## src/rtl/cache_pkg.sv

```systemverilog
// Shared types and defaults for the cache controller slice.
// Latency: n/a (declarations only).
// Backpressure: n/a.
package cache_pkg;

  // Default geometry: 32-word blocks, 8 lines.
  localparam int OFFSET_W_DEF = 5;
  localparam int INDEX_W_DEF  = 3;

  // Controller states.
  typedef enum logic [2:0] {
    ST_IDLE       = 3'd0,
    ST_LOOKUP     = 3'd1,
    ST_WRITE_HIT  = 3'd2,
    ST_READ_HIT   = 3'd3,
    ST_WRITEBACK  = 3'd4,
    ST_REFILL     = 3'd5,
    ST_FLUSH_SCAN = 3'd6
  } state_t;

endpackage

```

## src/rtl/cache_burst_cnt.sv

```systemverilog
// Word counter for SDRAM bursts; advances on each accepted word, flags the last word.
// Latency: count updates one cycle after the accepted word.
// Backpressure: holds its value while no word is accepted.
module cache_burst_cnt #(
  parameter int W = 5
) (
  input  logic         clk,
  input  logic         rst,
  input  logic         adv,
  output logic [W-1:0] cnt,
  output logic         last
);

  // Counter wraps all-ones -> 0 only on the final accepted word of a burst.
  always_ff @(posedge clk) begin
    if (rst) begin
      cnt <= '0;
    end else if (adv) begin
      cnt <= cnt + W'(1);
    end
  end

  assign last = &cnt;

endmodule

```

## src/rtl/cache_ctrl_fsm.sv

```systemverilog
// Direct-mapped cache controller: hit handling, dirty write-back, refill and flush-all.
// Latency: hit = 2 cycles after request; miss adds 2^OFFSET_W acked words per burst.
// Backpressure: rdy low while busy; SDRAM words stall until mem_ack.
module cache_ctrl_fsm
  import cache_pkg::*;
#(
  parameter int OFFSET_W = OFFSET_W_DEF,
  parameter int INDEX_W  = INDEX_W_DEF
) (
  input  logic                clk,
  input  logic                rst,
  input  logic                cs,
  input  logic                wr_rd_cpu,
  input  logic [INDEX_W-1:0]  index,
  input  logic                tag_match,
  input  logic                flush,
  input  logic                mem_ack,
  output logic                rdy,
  output logic [INDEX_W-1:0]  line_idx,
  output logic [OFFSET_W-1:0] addr_offset,
  output logic                memstrb,
  output logic                wr_rd_sdram,
  output logic                mux_sel,
  output logic                demux_sel,
  output logic                wen_sram,
  output logic                tag_wen,
  output logic                flush_done
);

  localparam int LINES = 1 << INDEX_W;

  state_t               state_q, state_d;
  logic                 wr_q, wr_d;
  logic [INDEX_W-1:0]   line_q, line_d;
  logic [INDEX_W-1:0]   scan_q, scan_d;
  logic                 flush_mode_q, flush_mode_d;
  logic [LINES-1:0]     valid_q, valid_d;
  logic [LINES-1:0]     dirty_q, dirty_d;
  logic                 tag_wen_q, tag_wen_d;

  logic                 burst_adv;
  logic                 burst_last;
  logic                 last_ack;
  logic                 hit;
  logic                 scan_dirty;

  // SDRAM strobe is purely state-decoded so acks can never count outside a burst.
  assign memstrb    = (state_q == ST_WRITEBACK) || (state_q == ST_REFILL);
  assign burst_adv  = memstrb & mem_ack;
  assign last_ack   = burst_adv & burst_last;
  assign hit        = tag_match & valid_q[line_q];
  assign scan_dirty = valid_q[scan_q] & dirty_q[scan_q];
  assign line_idx   = line_q;
  assign tag_wen    = tag_wen_q;

  cache_burst_cnt #(
    .W (OFFSET_W)
  ) u_burst_cnt (
    .clk  (clk),
    .rst  (rst),
    .adv  (burst_adv),
    .cnt  (addr_offset),
    .last (burst_last)
  );

  // State and bookkeeping registers; reset aborts any burst in flight.
  always_ff @(posedge clk) begin
    if (rst) begin
      state_q      <= ST_IDLE;
      wr_q         <= 1'b0;
      line_q       <= '0;
      scan_q       <= '0;
      flush_mode_q <= 1'b0;
      valid_q      <= '0;
      dirty_q      <= '0;
      tag_wen_q    <= 1'b0;
    end else begin
      state_q      <= state_d;
      wr_q         <= wr_d;
      line_q       <= line_d;
      scan_q       <= scan_d;
      flush_mode_q <= flush_mode_d;
      valid_q      <= valid_d;
      dirty_q      <= dirty_d;
      tag_wen_q    <= tag_wen_d;
    end
  end

  // Next-state, line bookkeeping and Moore outputs (wen_sram follows mem_ack in REFILL).
  always_comb begin
    state_d      = state_q;
    wr_d         = wr_q;
    line_d       = line_q;
    scan_d       = scan_q;
    flush_mode_d = flush_mode_q;
    valid_d      = valid_q;
    dirty_d      = dirty_q;
    tag_wen_d    = 1'b0;

    rdy          = 1'b0;
    wr_rd_sdram  = 1'b0;
    mux_sel      = 1'b0;
    demux_sel    = 1'b0;
    wen_sram     = 1'b0;
    flush_done   = 1'b0;

    case (state_q)
      ST_IDLE: begin
        rdy = 1'b1;
        if (flush) begin
          // Flush takes priority; a simultaneous cs is dropped.
          flush_mode_d = 1'b1;
          scan_d       = '0;
          line_d       = '0;
          state_d      = ST_FLUSH_SCAN;
        end else if (cs) begin
          flush_mode_d = 1'b0;
          wr_d         = wr_rd_cpu;
          line_d       = index;
          state_d      = ST_LOOKUP;
        end
      end

      ST_LOOKUP: begin
        if (hit) begin
          state_d = wr_q ? ST_WRITE_HIT : ST_READ_HIT;
        end else if (valid_q[line_q] && dirty_q[line_q]) begin
          state_d = ST_WRITEBACK;
        end else begin
          state_d = ST_REFILL;
        end
      end

      ST_WRITE_HIT: begin
        wen_sram         = 1'b1;
        dirty_d[line_q]  = 1'b1;
        state_d          = ST_IDLE;
      end

      ST_READ_HIT: begin
        demux_sel = 1'b1;
        state_d   = ST_IDLE;
      end

      ST_WRITEBACK: begin
        wr_rd_sdram = 1'b1;
        if (last_ack) begin
          dirty_d[line_q] = 1'b0;
          state_d         = flush_mode_q ? ST_FLUSH_SCAN : ST_REFILL;
        end
      end

      ST_REFILL: begin
        mux_sel  = 1'b1;
        wen_sram = mem_ack;
        if (last_ack) begin
          valid_d[line_q] = 1'b1;
          dirty_d[line_q] = 1'b0;
          tag_wen_d       = 1'b1;
          state_d         = wr_q ? ST_WRITE_HIT : ST_READ_HIT;
        end
      end

      ST_FLUSH_SCAN: begin
        // After a write-back the same line is revisited; it is clean by then.
        if (scan_dirty) begin
          line_d  = scan_q;
          state_d = ST_WRITEBACK;
        end else if (&scan_q) begin
          flush_done   = 1'b1;
          flush_mode_d = 1'b0;
          state_d      = ST_IDLE;
        end else begin
          scan_d = scan_q + INDEX_W'(1);
          line_d = scan_q + INDEX_W'(1);
        end
      end

      default: begin
        state_d = ST_IDLE;
      end
    endcase
  end

endmodule

```

## config.mk

```make
export PLATFORM = sky130hd
export DESIGN_NAME = cache_ctrl_fsm
export DESIGN_NICKNAME = d
export VERILOG_FILES = /design/src/rtl/cache_pkg.sv /design/src/rtl/cache_burst_cnt.sv /design/src/rtl/cache_ctrl_fsm.sv
export SDC_FILE = /design/constraint.sdc
export NUM_CORES = 1
export LEC_CHECK = 0
export BUFFER_PORTS_ARGS = -buffer_cell sky130_fd_sc_hd__buf_2
export CAP_MARGIN = 20
export CORE_MARGIN = 3
export CORE_UTILIZATION = 45
export DETAILED_ROUTE_END_ITERATION = 10
export GPL_TIMING_DRIVEN = 0
export PLACE_DENSITY = 0.74
export SLEW_MARGIN = 10
export SYNTH_ARGS = -nofsm -noshare
export SYNTH_HDL_FRONTEND = slang
export SYNTH_SLANG_ARGS = --single-unit
```

## constraint.sdc

```tcl
create_clock -name clk -period 2.8 [get_ports clk]
set_clock_uncertainty 0.05 [all_clocks]
set_input_delay 0.56 -clock clk [delete_from_list [all_inputs] [get_ports clk]]
set_output_delay 0.56 -clock clk [all_outputs]
set_load 0.05 [all_outputs]
```

; ---- Word level (Yosys, flattened, before mapping)
; Index checks and enable logic that the tools add are counted.
[classes]
addsub = 2
n_lt_le_gt_ge = 3
eq_ne = 16
n_mux = 45
n_bitwise = 10
reduce_logical = 17
[op_table]
columns = operator, n
row1 = 2-to-1 mux 3 bit, 13
row2 = 2-to-1 mux 1 bit, 19
row3 = bitwise OR 8 bit, 2
row4 = case mux 8 bit (2 select lines), 1
row5 = case mux 3 bit (5 select lines), 1
row6 = binary-select mux 1 bit (select 3 bit), 4
row7 = "!= test 2 bit, second input constant", 6
row8 = case mux 3 bit (2 select lines), 2
row9 = AND reduction 4 bit, 3
row10 = "== test 3 bit, second input constant", 3
row11 = "!= test 3 bit, second input constant", 3
row12 = AND reduction 3 bit, 3
row13 = bitwise AND 8 bit, 1
row14 = "less-than comparator 3 x 4 -> 1 bit, second input constant", 2
row15 = 2-to-1 mux 8 bit, 1
row16 = inverter 8 bit, 1
row17 = "== test 3 x 2 -> 1 bit, second input constant", 2
row18 = "adder 5 x 1 -> 5 bit, second input constant", 1
row19 = AND reduction 5 bit, 1
row20 = bitwise AND 1 bit, 4
row21 = case mux 1 bit (2 select lines), 2
row22 = AND reduction 2 bit, 2
row23 = nonzero test 2 bit, 2
row24 = OR reduction 2 bit, 2
row25 = 10 further kinds, 12
[word_totals]
register_bits = 33
inputBits = 10
out_inout_bits = 16
wordCells = 102

; ---- Longest topological paths before layout
; Gate-level depths: netlist of run 1.
[logic_depth]
ltp_word = 8
ltp_mapped = 9
mapped_depth_nobuf = 9

; ---- Modules after synthesis
; A second synthesis of run 1 with hierarchy kept.
[unflattened]
cells_unflattened = 225
area_unflattened_um2 = 1964.4
[modules_own_cells]
columns = module, instances, cells_each, area_per_inst_um2, seq_area_each_um2
row1 = cache_ctrl_fsm, 1, 203, 1712.9, 560.5
row2 = cache_burst_cnt, 1, 22, 251.5, 100.1

; ---- Worst setup path before layout of run 1
; No wires, ideal clock.
[synth_path]
kind = flip-flop to output port
startpoint = register state_q[0]
endpoint = output port wen_sram
t_arrival_ps = 1776
required_ps = 2190
path_slack_ps = 414
stages_incl_launch_ff = 5
n_path_buf = 1
path_cell_list = dfxtp_1 -> buf_2 -> inv_2 -> nor2_1 -> a22o_1
[synth_via]
elab_chain_len = 2
elab_cells_between_ends = 3
classes_between = eq/ne: 2 / mux: 1
[synth_rtl]
columns = item, line_no
row1 = "start, declared", cache_ctrl_fsm.sv:32  ; state_t state_q, state_d;
row2 = "start signal, assigned", cache_ctrl_fsm.sv:78  ; state_q <= state_d;
row3 = == test 3 bit / == test 3 x 2 -> 1 bit (equally long branches), cache_ctrl_fsm.sv:107  ; case (state_q)
row4 = case mux 1 bit (2 select lines) *, cache_ctrl_fsm.sv:107
row5 = "end, declared", cache_ctrl_fsm.sv:25  ; output logic wen_sram,
; Mark *: on every way between the ends. The rest lies on a longest branch, timed or not.

; ---- Worst setup path in the final report of run 1
[layout_path]
startpoint = register scan_q[1]
endpoint = output port flush_done
[layout_via]
elab_chain_len = 5
elab_cells_between_ends = 9
classes_between = mux: 7 / bitwise: 1 / reduce/logical: 1
[layout_rtl]
columns = item, line_no
row1 = "start, declared", cache_ctrl_fsm.sv:35  ; logic [INDEX_W-1:0] scan_q, scan_d;
row2 = "start signal, assigned", cache_ctrl_fsm.sv:81  ; scan_q <= scan_d;
row3 = binary-select mux 1 bit (select 3 bit), cache_ctrl_fsm.sv:52  ; assign scan_dirty = valid_q[scan_q] & dirty_q[scan_q];
row4 = 2-to-1 mux 1 bit (implied by the code), cache_ctrl_fsm.sv:52
row5 = bitwise AND 1 bit, cache_ctrl_fsm.sv:52
row6 = 2-to-1 mux 1 bit *, cache_ctrl_fsm.sv:166  ; if (scan_dirty) begin
row7 = 2-to-1 mux 1 bit *, cache_ctrl_fsm.sv:107
row8 = "end, declared", cache_ctrl_fsm.sv:27  ; output logic flush_done
; Mark *: on every way between the ends. The rest lies on a longest branch, timed or not. The select of a mux whose other input is x is not followed.

==> results of run 1 <==
where the power goes:
part | switching [mW] | internal, mW
Combinational | 0.613 | 0.273
Clock | 0.176 | 0.289
Sequential | 0.0449 | 0.528
final cells by class:
class,instances,area [µm²]
Multi-Input combinational cell,151,1023
Inverter,17,63.81
Clock buffer,6,82.58
Clock inverter,2,37.54
Tap cell,48,60.06
Timing Repair Buffer,24,120.1
Sequential cell,33,660.6
Fill cell,347,1660
Buffer,13,62.56
layer usage:
| metal | part of all wire (%) | wire length (µm) |
|---|---|---|
| met1 | 48 | 2070 |
| met2 | 46 | 1957 |
| met3 | 4.4 | 191 |
| met4 | 1.8 | 79 |
| met5 | 0 | 0 |
cell families (layout without fill, tap and decap cells):
group           count (synthesis)  in the layout  share of synthesized area, %
simple gates                   78             78                         20.46
compound gates                 53             53                         20.04
flops                          33             33                         36.49
buf+inv                        30             62                         6.979
mux                            14             14                         12.30
fa+ha+maj                       4              4                         2.764
xor+xnor                        2              2                        0.9677
cell usage in the layout, fill, tap and decap left out, types with 6 or more instances in the layout:
cell type,Yosys,final
dfxtp_1,33,33
buf_2,5,29
nor2_1,22,22
nand2_1,19,19
a21oi_1,14,14
inv_1,13,13
nand2b_1,9,9
nand3_1,9,9
a211oi_1,8,8
o22ai_1,7,7
clkbuf_1,6,6
mux4_2,6,6
nor3_1,6,6
clkbuf_8,0,6
how the worst max path moves through the flow:
stage	cells past startpoint	slack, ps	from	endpoint
2_1_floorplan	4	410	state_q[0]	wen_sram
3_3_place_gp	6	450	scan_q[1]	flush_done
3_5_place_dp	6	440	scan_q[1]	flush_done
4_1_cts	6	130	scan_q[1]	flush_done
5_1_grt	6	70	scan_q[1]	flush_done
6_report	6	140	scan_q[1]	flush_done
worst max-delay path, stage by stage (launching register included):
cell and delay [ps]:
dfxtp_1 320, inv_2 100, mux4_2 530, mux2_4 300, buf_6 140, and3_1 170, buf_2 200
==> flow_metrics.tcl, run 1 <==
set metrics [dict create \
    holdPathStages 2 \
    arrival_ps 2050 \
    port_buffers 24 \
    synthFlopType "dfxtp_1" \
    grt_first_pass_wirelength_um 7348 \
    cts_tree "done" \
    dp.cells 286 \
    clock_latency_ps 280 \
    grt_pass1_vias 1590 \
    hold_end "wr_q" \
    p_leak_nw 0.8118 \
    yosys.cell_types.count 39 \
    grt_max_degree 12 \
    critPathRequiredTime_ps 2190 \
    setup_tns_ps 0 \
    n_antenna_cell 0 \
    final_util_pct 55.97 \
    ys_seq_area_share_pct 36.49 \
    min_from "wr_q" \
    firstDrtPassIters 4 \
    drc 0 \
    stdcell_count 294 \
    antenna_found_initial 0 \
    row_count 22 \
    r2r_cells 7 \
    clockBufferDepth 2 \
    status "finished clean" \
    start_util_pct 48.01 \
    cp_max_fo 10 \
    synth_top_area_cell "dfxtp_1" \
    area_growth_pct 16.59 \
    netlist_top_cells_count "dfxtp_1, nor2_1, nand2_1" \
    pre_cts_ws_ps 443.9 \
    yosys-top-cells-area "dfxtp_1, mux4_2, nor2_1" \
    rr_startpoint "scan_q[1]" \
    fin_area_um2 2111 \
    overflow 0 \
    dr.first_iter.drc_count 134 \
    report.final.slew_viol_count 0 \
    vdd_ir_drop_max_mv 0.3911 \
    synth_top_area_share_pct 36.49 \
    ys_warn_count 0 \
    holdWs_ps 430.4 \
    crit_path_start_kind "register" \
    syn_nets 228 \
    netlist_instances 214 \
    worstMarginPinSlew_ps 603.7 \
    dpl_cell_area_um2 1991 \
    crit_path_end_kind "output pin" \
    power_density_nw_per_um2 911.8 \
    worst_slew_margin_rel_pct 59.44 \
    die_w_um 69.43 \
    clock_sinks 33 \
    cts_buffers 5 \
    ys_seq_elements 33 \
    fp.dieArea_um2 4821 \
    grt.met1_usage_pct 25.63 \
    dp_hpwl_um 3271 \
    nNetsFinal 259 \
    grt_busiest_layer "met2" \
    synthArstFlopShare_pct 0 \
    core_um2 3771 \
    min_path_type "reg2reg" \
    setup_viol 0 \
    drive_gt1_share_pct 21.14 \
    met3_usage_pct 5.652 \
    fin_ws_ps 143.7 \
    r2r_slack_ps 590 \
    cts_root_buf "clkbuf_8" \
    fin_crit_sh_pct 94.87 \
    synth_area_per_cell_um2 8.460 \
    met2_usage_pct 28.92 \
    grt_usage_pct 18.80 \
    maxCapViolations 0 \
    rsz0062_at_grt "false" \
    dr_total_vias 1665 \
    finalHoldViolCount 0 \
    max_freq_mhz 376.5 \
    antenna_left 0 \
    synth_edf_count 0 \
    netlist_area_um2 1810 \
    yosysMostFrequentCell "dfxtp_1" \
    ctsResizeCount 0 \
    total_power_mw 1.925 \
    via_per_inst 5.663 \
    min_period_ps 2656 \
    cts_setup_buffers 0 \
    wl_um 4298 \
    cts_hold_buf 0 \
    path_clk_slew_ps 70 \
    h-tree-depth 2 \
    ios 26 \
    die_h_um 69.43 \
    critical_path_class "reg2out" \
    wl_per_cell_um 14.62 \
    place_congestion 0.8422 \
    reg2reg_to "line_idx[0]" \
]
Power figures use the tool's default switching activity.
==> run 2, diff against run 1 <==
- SETUP_SLACK_MARGIN: unset -> 0.2
==> run 2 against run 1 <==
Against the previous run:
- die area did not move
- register-to-register slack got worse by 230 ps
- setup slack improved by 100 ps
- clock-buffer cell count did not move
- cell count rose by 1.7%
- global-route usage rose by 0.091 points
- non-clock buffer count rose by 5
- via count rose by 2.3%
- critical path type unchanged
- critical endpoint unchanged
- highest routed layer unchanged
==> flow_metrics.tcl, run 2 (synthesis gave the netlist of run 1 again) <==
set metrics [dict create \
    status "finished clean" \
    max_stage_delay_ps 520 \
    cts_buffers 5 \
    min_period_ps 2552 \
    overflow 0 \
    layout_common_cells "buf_2, dfxtp_1, nor2_1" \
    area_growth_pct 19.97 \
    report.final.slew_viol_count 0 \
    ios 26 \
    vdd_ir_drop_max_mv 0.3951 \
    grt_usage_pct 18.89 \
    fillers 343 \
    dr_total_vias 1704 \
    clock_sinks 33 \
    critical_path_class "reg2out" \
    dp_hpwl_um 3271 \
    min_path_type "reg2reg" \
    grt_busiest_layer "met2" \
    path_cells "inv_4 -> mux4_2 -> mux2_4 -> buf_6 -> and3_4 -> buf_8" \
    final_util_pct 57.60 \
    via_per_inst 5.699 \
    dpl_cell_area_um2 1991 \
    core_um2 3771 \
    arrival_ps 1940 \
    grt.met1_usage_pct 25.63 \
    maxCapViolations 0 \
    worstMarginPinSlew_ps 595.6 \
    setup_viol 0 \
    die_w_um 69.43 \
    rsz0062_at_grt "false" \
    drive_gt1_share_pct 25.10 \
    cp_top_family "multiplexers" \
    cp_max_fo 5 \
    finalHoldViolCount 0 \
    place_congestion 0.8422 \
    path_clk_slew_ps 70 \
    p_leak_nw 0.8356 \
    cts_tree "done" \
    row_count 22 \
    power_density_nw_per_um2 888.6 \
    n_antenna_cell 0 \
    cts_hold_buf 0 \
    crit_path_end_kind "output pin" \
    firstDrtPassIters 4 \
    met3_usage_pct 5.652 \
    crit_buf_inv 3 \
    grt_pass1_vias 1607 \
    clockBufferDepth 2 \
    worst_slew_margin_rel_pct 59.99 \
    grt_first_pass_wirelength_um 7383 \
    antenna_found_initial 0 \
    cp_slowest_cell "mux4_2" \
    fin_crit_sh_pct 91.15 \
    fp.dieArea_um2 4821 \
    max_freq_mhz 391.8 \
    wl_per_cell_um 14.80 \
    nNetsFinal 264 \
    die_h_um 69.43 \
    holdWs_ps 427.9 \
    fin_area_um2 2172 \
    crit_path_start_kind "register" \
    h-tree-depth 2 \
    drc 0 \
    port_buffers 24 \
    critPathRequiredTime_ps 2190 \
    grt_max_degree 12 \
    start_util_pct 48.01 \
    setup_tns_ps 0 \
    dr.first_iter.drc_count 156 \
    antenna_left 0 \
    cts_root_buf "clkbuf_8" \
    met2_usage_pct 29.24 \
    wl_um 4424 \
    clock_latency_ps 280 \
]
run 2: cell count changes in the layout (fill, tap and decap cells not counted), sizes merged:
cell  delta
buf      +5
run 2: worst reg2reg max path, stage by stage (launching register included):
cell and delay [ps]:
dfxtp_2 330, inv_4 70, mux4_2 520, mux2_4 300
buf_6 130, buf_4 130, buf_4 120, or2_0 200
a311oi_1 370, nor3_1 100
run 2: area by class of cell:
cell class,count,area [µm²],area share [%]
Clock buffer,6,82.58,3.802
Buffer,13,62.56,2.880
Clock inverter,2,37.54,1.728
Tap cell,48,60.06,2.765
Inverter,17,66.31,3.053
Timing Repair Buffer,29,167.7,7.719
Sequential cell,33,666.9,30.70
Multi-Input combinational cell,151,1028,47.35
run 2: layer usage:
metal	vias up	share of wire [%]	routed length, µm
met2	49	46	2046
li1	847	-	-
met1	802	47	2073
met5	-	0	0
met4	0	1.2	52
met3	6	5.7	251
run 2: where the power goes:
part	total, mW	internal (mW)	switching [mW]
combinational	0.890	0.273	0.617
sequential	0.574	0.529	0.0455
clock	0.466	0.289	0.177
total	1.93	1.09	0.839
run 2: per-stage QoR:
stage	total power [mW]	setup slack, ps	std cells
after floorplan	1.266	414.3	214
after global placement	1.453	454.9	286
after detailed placement	1.461	443.9	286
after CTS	1.932	202.3	295
after global routing	2.047	203.5	299
final	1.930	247.8	299
run 2: what timing repair did:
| action | 4_1_cts | 5_1_grt |
|---|---|---|
| setup endpoints to repair | 1 | 1 |
| setup buffers | 1 | 4 |
| resized for setup | 4 | 6 |
run 2: worst paths after layout:
path / start / slack [ps] / cells past startpoint / endpoint
setup / recovery: scan_q[1] / 250 / 6 / flush_done
hold / removal: wr_q / 430 / 2 / wr_q
setup reg to reg: scan_q[1] / 360 / 9 / line_idx[0]
hold reg to reg: wr_q / 430 / 2 / wr_q
